`config.mk`:
```
export PLATFORM = sky130hd
export DESIGN_NAME = palette_fade_ctrl_flat
export DESIGN_NICKNAME = d
export VERILOG_FILES = /design/src/rtl/palette_fade_ctrl_if.sv /design/src/rtl/palette_fade_ctrl.sv /design/src/flat_wrapper.sv
export SDC_FILE = /design/constraint.sdc
export NUM_CORES = 1
export LEC_CHECK = 0
export CORE_AREA = 4 4 152 139
export CTS_BUF_LIST = sky130_fd_sc_hd__clkbuf_16
export CTS_CLUSTER_SIZE = 25
export DETAILED_ROUTE_END_ITERATION = 7
export DIE_AREA = 0 0 156 143
export PLACE_DENSITY_LB_ADDON = 0.3
export SYNTH_ARGS = -nofsm -noshare
export SYNTH_HDL_FRONTEND = slang
export SYNTH_SLANG_ARGS = --single-unit
```
`constraint.sdc`:
```
create_clock -name Clk -period 5.1 [get_ports Clk]
set_input_delay 1.53 -clock Clk [delete_from_list [all_inputs] [get_ports Clk]]
set_output_delay 1.53 -clock Clk [all_outputs]
set_load 0.005 [all_outputs]
```
`src/rtl/palette_fade_ctrl_if.sv`:
```
// Bus between game control / pixel pipeline and palette_fade_ctrl.
// The master drives commands, palette writes and lookups; the slave returns colour and fade status.
interface palette_fade_ctrl_if;
    logic        frame_start;
    logic        fade_cmd_valid;
    logic        fade_cmd_dir;
    logic        fade_cmd_ready;
    logic        wr_en;
    logic [2:0]  wr_index;
    logic [11:0] wr_color;
    logic [2:0]  palette_index;
    logic [11:0] color;
    logic [4:0]  fade_level;
    logic        busy;

    modport master (
        output frame_start, fade_cmd_valid, fade_cmd_dir,
        output wr_en, wr_index, wr_color, palette_index,
        input  fade_cmd_ready, color, fade_level, busy
    );

    modport slave (
        input  frame_start, fade_cmd_valid, fade_cmd_dir,
        input  wr_en, wr_index, wr_color, palette_index,
        output fade_cmd_ready, color, fade_level, busy
    );
endinterface

```
`src/rtl/palette_fade_ctrl.sv`:
```
// 8-entry 12-bit RGB palette with a global brightness fade that only steps on frame_start,
// so a single frame never mixes two brightness levels.
module palette_fade_ctrl #(
    parameter int STEP_FRAMES = 4
) (
    input  logic                Clk,
    input  logic                Reset,
    palette_fade_ctrl_if.slave  bus
);

    localparam int              CNT_W     = (STEP_FRAMES > 1) ? $clog2(STEP_FRAMES) : 1;
    localparam logic [CNT_W-1:0] CNT_LAST = CNT_W'(STEP_FRAMES - 1);
    localparam logic [CNT_W-1:0] CNT_ZERO = {CNT_W{1'b0}};
    localparam logic [4:0]      LEVEL_MAX = 5'd16;

    typedef enum logic [1:0] {
        ST_IDLE     = 2'd0,
        ST_FADE_OUT = 2'd1,
        ST_FADE_IN  = 2'd2
    } state_t;

    state_t           state_r;
    state_t           state_next_s;
    logic [4:0]       level_r;
    logic [4:0]       level_next_s;
    logic [CNT_W-1:0] cnt_r;
    logic [CNT_W-1:0] cnt_next_s;
    logic [11:0]      palette_r [8];
    logic [11:0]      color_r;

    function automatic logic [11:0] reset_color(input logic [2:0] idx);
        case (idx)
            3'd0:    return 12'h8CF;
            3'd1:    return 12'hB86;
            3'd2:    return 12'hB74;
            3'd3:    return 12'hA75;
            3'd4:    return 12'h974;
            3'd5:    return 12'h964;
            3'd6:    return 12'h655;
            3'd7:    return 12'h432;
            default: return 12'h000;
        endcase
    endfunction

    // Level 16 multiplies by 16, so the shifted result is exactly the base channel.
    function automatic logic [3:0] scale_channel(input logic [3:0] c, input logic [4:0] lvl);
        return 4'(({5'd0, c} * {4'd0, lvl}) >> 4);
    endfunction

    function automatic logic [11:0] fade_color(input logic [11:0] c, input logic [4:0] lvl);
        return {scale_channel(c[11:8], lvl), scale_channel(c[7:4], lvl), scale_channel(c[3:0], lvl)};
    endfunction

    assign bus.fade_cmd_ready = (state_r == ST_IDLE);
    assign bus.busy           = (state_r != ST_IDLE);
    assign bus.fade_level     = level_r;
    assign bus.color          = color_r;

    // Fade state, brightness level and frame counter registers.
    always_ff @(posedge Clk) begin
        if (Reset) begin
            state_r <= ST_IDLE;
            level_r <= LEVEL_MAX;
            cnt_r   <= CNT_ZERO;
        end else begin
            state_r <= state_next_s;
            level_r <= level_next_s;
            cnt_r   <= cnt_next_s;
        end
    end

    // Command acceptance and per-frame stepping; accept has priority over a coincident frame_start.
    always_comb begin
        state_next_s = state_r;
        level_next_s = level_r;
        cnt_next_s   = cnt_r;
        case (state_r)
            ST_IDLE: begin
                if (bus.fade_cmd_valid) begin
                    cnt_next_s = CNT_ZERO;
                    if (!bus.fade_cmd_dir && (level_r != 5'd0)) begin
                        state_next_s = ST_FADE_OUT;
                    end else if (bus.fade_cmd_dir && (level_r != LEVEL_MAX)) begin
                        state_next_s = ST_FADE_IN;
                    end else begin
                        state_next_s = ST_IDLE;
                    end
                end else begin
                    state_next_s = ST_IDLE;
                end
            end
            ST_FADE_OUT: begin
                if (bus.frame_start) begin
                    if (cnt_r == CNT_LAST) begin
                        cnt_next_s   = CNT_ZERO;
                        level_next_s = level_r - 5'd1;
                        if (level_r == 5'd1) begin
                            state_next_s = ST_IDLE;
                        end else begin
                            state_next_s = ST_FADE_OUT;
                        end
                    end else begin
                        cnt_next_s = cnt_r + CNT_W'(1);
                    end
                end else begin
                    state_next_s = ST_FADE_OUT;
                end
            end
            ST_FADE_IN: begin
                if (bus.frame_start) begin
                    if (cnt_r == CNT_LAST) begin
                        cnt_next_s   = CNT_ZERO;
                        level_next_s = level_r + 5'd1;
                        if (level_r == (LEVEL_MAX - 5'd1)) begin
                            state_next_s = ST_IDLE;
                        end else begin
                            state_next_s = ST_FADE_IN;
                        end
                    end else begin
                        cnt_next_s = cnt_r + CNT_W'(1);
                    end
                end else begin
                    state_next_s = ST_FADE_IN;
                end
            end
            default: begin
                state_next_s = ST_IDLE;
                level_next_s = LEVEL_MAX;
                cnt_next_s   = CNT_ZERO;
            end
        endcase
    end

    // Base palette storage; writes land on the edge, so a same-cycle lookup sees the old entry.
    always_ff @(posedge Clk) begin
        if (Reset) begin
            for (int i = 0; i < 8; i++) begin
                palette_r[i] <= reset_color(3'(i));
            end
        end else if (bus.wr_en) begin
            palette_r[bus.wr_index] <= bus.wr_color;
        end else begin
            palette_r <= palette_r;
        end
    end

    // Registered faded lookup for the pixel pipeline.
    always_ff @(posedge Clk) begin
        if (Reset) begin
            color_r <= 12'h000;
        end else begin
            color_r <= fade_color(palette_r[bus.palette_index], level_r);
        end
    end

endmodule

```
`src/flat_wrapper.sv`:
```
// flat-port wrapper written by rule: the top's interface ports become plain ports
module palette_fade_ctrl_flat 
#(
    parameter int STEP_FRAMES = 4
)
  (Clk, Reset, bus_frame_start, bus_fade_cmd_valid, bus_fade_cmd_dir, bus_wr_en, bus_wr_index, bus_wr_color, bus_palette_index, bus_fade_cmd_ready, bus_color, bus_fade_level, bus_busy);
  palette_fade_ctrl_if bus_i ();
  input  logic Clk;
  input  logic Reset;
  input wire logic [$bits(bus_i.frame_start)-1:0] bus_frame_start;
  input wire logic [$bits(bus_i.fade_cmd_valid)-1:0] bus_fade_cmd_valid;
  input wire logic [$bits(bus_i.fade_cmd_dir)-1:0] bus_fade_cmd_dir;
  input wire logic [$bits(bus_i.wr_en)-1:0] bus_wr_en;
  input wire logic [$bits(bus_i.wr_index)-1:0] bus_wr_index;
  input wire logic [$bits(bus_i.wr_color)-1:0] bus_wr_color;
  input wire logic [$bits(bus_i.palette_index)-1:0] bus_palette_index;
  output wire logic [$bits(bus_i.fade_cmd_ready)-1:0] bus_fade_cmd_ready;
  output wire logic [$bits(bus_i.color)-1:0] bus_color;
  output wire logic [$bits(bus_i.fade_level)-1:0] bus_fade_level;
  output wire logic [$bits(bus_i.busy)-1:0] bus_busy;
  assign bus_i.frame_start = bus_frame_start;
  assign bus_i.fade_cmd_valid = bus_fade_cmd_valid;
  assign bus_i.fade_cmd_dir = bus_fade_cmd_dir;
  assign bus_i.wr_en = bus_wr_en;
  assign bus_i.wr_index = bus_wr_index;
  assign bus_i.wr_color = bus_wr_color;
  assign bus_i.palette_index = bus_palette_index;
  assign bus_fade_cmd_ready = bus_i.fade_cmd_ready;
  assign bus_color = bus_i.color;
  assign bus_fade_level = bus_i.fade_level;
  assign bus_busy = bus_i.busy;
  palette_fade_ctrl #(.STEP_FRAMES(STEP_FRAMES)) u_core (.Clk(Clk), .Reset(Reset), .bus(bus_i));
endmodule
```
Word-level counts from Yosys, hierarchy flattened
Cells that the tools add are included.

Register bits: 117. Word-level logic and storage cells: 74. Input bits: 24.

Add/sub/neg operators: 3. Equality and inequality tests: 14. Magnitude comparators: 3. Mux-type cells: 25. Bitwise operators: 3. Reduce and logical (&&, ||, !) cells: 11. Multipliers: 3.

Operators by type and width (number): bitwise mux 96 bit (1); binary-select mux 12 bit (select 3 bit) (1); demux 12 bit (select 3 bit) (1); two-way mux 12 bit (3); multiplier 4 x 5 -> 8 bit (3); two-way mux 2 bit (11); two-way mux 5 bit (4); one-hot mux 5 bit (3 select lines) (1); greater-or-equal comparator 4 bit, second input constant (2); NOT 3 -> 4 bit (2); != test 2 x 1 -> 1 bit, second input constant (3); != test 2 bit, second input constant (3); != test 3 x 2 -> 1 bit, second input constant (2); one-hot mux 2 bit (3 select lines) (1); adder 5 x 1 -> 5 bit, second input constant (1); == test 5 x 1 -> 1 bit, second input constant (1); == test 5 x 4 -> 1 bit, second input constant (1); != test 5 bit, second input constant (1); AND reduction 5 bit (1); nonzero test 5 bit (1); subtractor 5 x 1 -> 5 bit, second input constant (1); == test 2 bit, second input constant (2); less-than comparator 4 x 1 -> 1 bit, second input constant (1); one-hot mux 2 bit (2 select lines) (1); 10 further kinds (13).

Longest topological paths before layout
Depth in word-level cells: 6. Mapped depth: 17. Gate-level depth less buffers: 15.

Least setup slack after synthesis
OpenSTA, ideal clock, no wires.

Kind: in2reg. Start: input port bus_palette_index[0]. End: register u_core.color_r[11], in the netlist u_core.bus.color[11]. Cell stages on the path: 15. Path slack: 0.134 ns. Setup time: 0.128 ns. Arrival time: 4.839 ns. Path buffers: 2. Cell sequence: buf_6 > buf_6 > mux4_2 > mux2i_1 > nor2b_1 > fa_1 > inv_1 > fa_1 > inv_1 > ha_1 > or4_1 > o22ai_1 > a21oi_1 > xnor2_1 > nor2_1.

Word-level cells in the longest chain between the ends: 5.

RTL lines: start: declaration (line flat_wrapper.sv:16) `input wire logic [$bits(bus_i.palette_index)-1:0] bus_palette_index;`; NOT 3 -> 4 bit (not written as such) (line palette_fade_ctrl.sv:152) `color_r <= fade_color(palette_r[bus.palette_index], level_r);`; binary-select mux 12 bit (select 3 bit) (line palette_fade_ctrl.sv:152); two-way mux 12 bit (not written as such) (2 in a row) (line palette_fade_ctrl.sv:152); multiplier 4 x 5 -> 8 bit (line palette_fade_ctrl.sv:47) `return 4'(({5'd0, c} * {4'd0, lvl}) >> 4);`; end signal: assignment (line palette_fade_ctrl.sv:152); end: declaration (line palette_fade_ctrl.sv:29) `logic [11:0] color_r;`.

Every way passes these cells. The select of a mux whose other input is x is not followed. A chain may end at the register's enable or synchronous reset.

Worst setup path after layout
Start: input port bus_palette_index[1]. End: register u_core.color_r[3], in the netlist u_core.bus.color[3].

The elaborated chain is that of the path after synthesis.

==> metrics.txt <==
Worst Path Arrival=5.15 ns; io pins=43; Die Footprint=22300 um2; Post-DP HPWL=12.2 mm; die width=156 um; ANT cells=0; drt first pass iters=5; clock-pin slew of the registers on the worst-case setup and hold paths=0.06 ns; Final Util=42.4%; static leakage=3.54 nW; Slew headroom=23.3%; Worst Max-Slew Pin Slew=1.15 ns; drc violations=0; netlist area before placement=6740 um2; Initial Util=34.2%; GPL Wtd Cong=0.798; first-pass GRT wire length=29.8 mm; Fin. Hold Viols=0; total clock sinks=117; count leader, synth=nand2_1; cells after synthesis=788; Starting DRT DRC Count=331; CTS max path bufs=2; number of flops mapped to enable cells by yosys=0; RSZ-0062 raised after global routing=false; startpoint types=primary input; Inst Count DP=1094; share of the synthesized area in the top cell type=34.8%; CP required=5.36 ns; WS Path Type=in -> reg; vias in the first global route=5374; Critical Path End Type=flop; Final period util=96.0%; cell breakdown of the critical path=clkdlybuf4s50_1 -> buf_12 -> buf_12 -> mux4_2 -> mux2i_4 -> buf_4 -> nor2b_1 -> fa_1 -> inv_1 -> fa_1 -> inv_1 -> ha_1 -> o21ai_0 -> nand2b_1 -> a21oi_2 -> a31oi_2 -> xnor2_1 -> nor2_1; Bufs and invs on worst path=6; Root Buffer=clkbuf_16; Fin Clk Skew=0.00792 ns; path depth of the worst reg2reg path=15; Min Hold Slack=0.453 ns; Clk Latency, worst-skew pair=0.42 ns; Final min period=4.90 ns; CP max stage cell=fa_1; Yosys reg bits=117; max-cap viol count=0; vias per cell=4.91; Core Box Area=19700 um2; routed len/inst=16.2 um; Post-Syn Nets=864; synth warn=0; grt ovf=0; Synth Area per Inst=8.55 um2; drt total wl=18.3 mm; CTS tree=built; async set-or-reset flop fraction in the synthesized netlist=0%; All-Layer GR Usage=17.1%; die height=143 um; H-tree levels=4; path length in cells of the critical path=18; IO buf count=42; ys flop type=dfxtp_1; total CTS buffers=17; cell area power density=295 nW/um2; largest net degree at the start of global routing=47; Peak VDD IR=0.236 mV; hold path depth=2; status=finished clean; post-route ant nets=0; sequential fraction of the synthesis area=34.8%; NumNets Final=936; Yosys cell types=63; antenna violations before repair=0; # setup viols final=0; HP Class=reg -> reg; fmax=0.204 GHz; main area contributors after synthesis=dfxtp_1, nand2_1, ha_1; Largest delay share family, worst path=adder cells; cell row count=49; Area Growth Syn to Fin=23.7%; commonest cells in the netlist=nand2_1, dfxtp_1, a21oi_1, nor2_1, clkbuf_1; CP max FO=9; Non-Filler Instances=1128; fin. max-slew vios=0; total number of vias=5536; crit-path max cell delay=0.52 ns; share of cells above drive strength 1=16.3%; Yosys top cell by area=dfxtp_1
registers in the layout, indices dropped and copies added (netlist names):
| signal | cells |
|---|---|
| u_core.palette_r | 96 |
| u_core.bus.fade_level | 5 |
| u_core.state_r | 2 |
| u_core.bus.color | 12 |
| u_core.cnt_r | 2 |
cell families (layout without fill, tap and decap cells):
group                      after synthesis  in the layout  synth area share, %
xor gates and xnor gates                17             17                 2.21
adders and majority gates               52             52                 11.3
muxes                                   63             63                 12.3
AOI/OAI and AO/OA                      101            101                 9.93
buffers and inverters                   86            171                 5.66
DFF                                    117            117                 34.8
and+or+nand+nor                        352            352                 23.9
cell type report:
| cell class | count | area (um2) |
|---|---|---|
| multi-input combinational | 585 | 4060 |
| tap | 255 | 319 |
| timing repair buffer | 109 | 978 |
| clock buffer | 17 | 425 |
| fill | 1909 | 11300 |
| inverter | 30 | 113 |
| sequential | 117 | 2340 |
| clock inverter | 15 | 105 |
per-stage QoR:
step | area [um2] | TNS (ns) | setup slack [ns] | total power [mW]
after CTS | 8290 | 0 | 0.00238 | 2.47
after floorplan | 6740 | 0 | 0.134 | 1.22
after global placement | 7740 | -3.97 | -0.534 | 1.38
final | 8340 | 0 | 0.204 | 2.46
after global routing | 8340 | 0 | 0.0118 | 2.57
after detailed placement | 7740 | -4.48 | -0.579 | 1.38
where the power goes:
part / internal, mW / switching [mW] / leakage (nW)
clock network: 0.621 / 0.467 / 0.255
registers: 0.949 / 0.0217 / 0.953
logic: 0.194 / 0.204 / 2.33
cells in the final DEF (no fill, tap or decap), types with 11 or more instances in the layout:
cell             netlist  final
mux4_2                11     11
fa_1                  15     15
ha_1                  37     37
nor2_1                48     48
xnor2_1               12     12
a21oi_1               55     54
buf_4                  1     62
and3_1                11     11
mux2i_1               38     37
nand2_1              187    187
dfxtp_1              117    117
and2_1                16     16
nand3_1               35     35
clkdlybuf4s50_1        0     39
inv_1                 30     31
clkbuf_16              0     17
nor2b_1               17     17
worst min-delay path: stages, from the launching register on:
cell and delay (ns):
dfxtp_1 0.30, nand2_1 0.05, a21oi_1 0.05
per-layer routing:
| layer | global-route usage, % | wire [um] | share of wire [%] | up-vias |
|---|---|---|---|---|
| li1 | - | - | - | 2800 |
| met1 | 24.0 | 9070 | 50 | 2597 |
| met2 | 27.0 | 8140 | 45 | 126 |
| met3 | 3.42 | 890 | 4.9 | 13 |
| met4 | 4.01 | 159 | 0.87 | 0 |
| met5 | 0 | 0 | 0 | - |
timing repair:
action | 4_1_cts | 5_1_grt
setup endpoints to repair | 2 | 11
gates resized for setup | 3 | 6
setup buffers | 0 | 2
hold buffers | 0 | 0
worst paths after layout:
path | endpoint | from | slack [ns]
max | u_core.bus.color[3] | bus_palette_index[1] | 0.20
min | u_core.palette_r[77] | u_core.palette_r[77] | 0.45
max reg2reg | u_core.bus.color[11] | u_core.palette_r[95] | 1.39
min reg2reg | u_core.palette_r[77] | u_core.palette_r[77] | 0.45
Power figures use the tool's default switching activity.
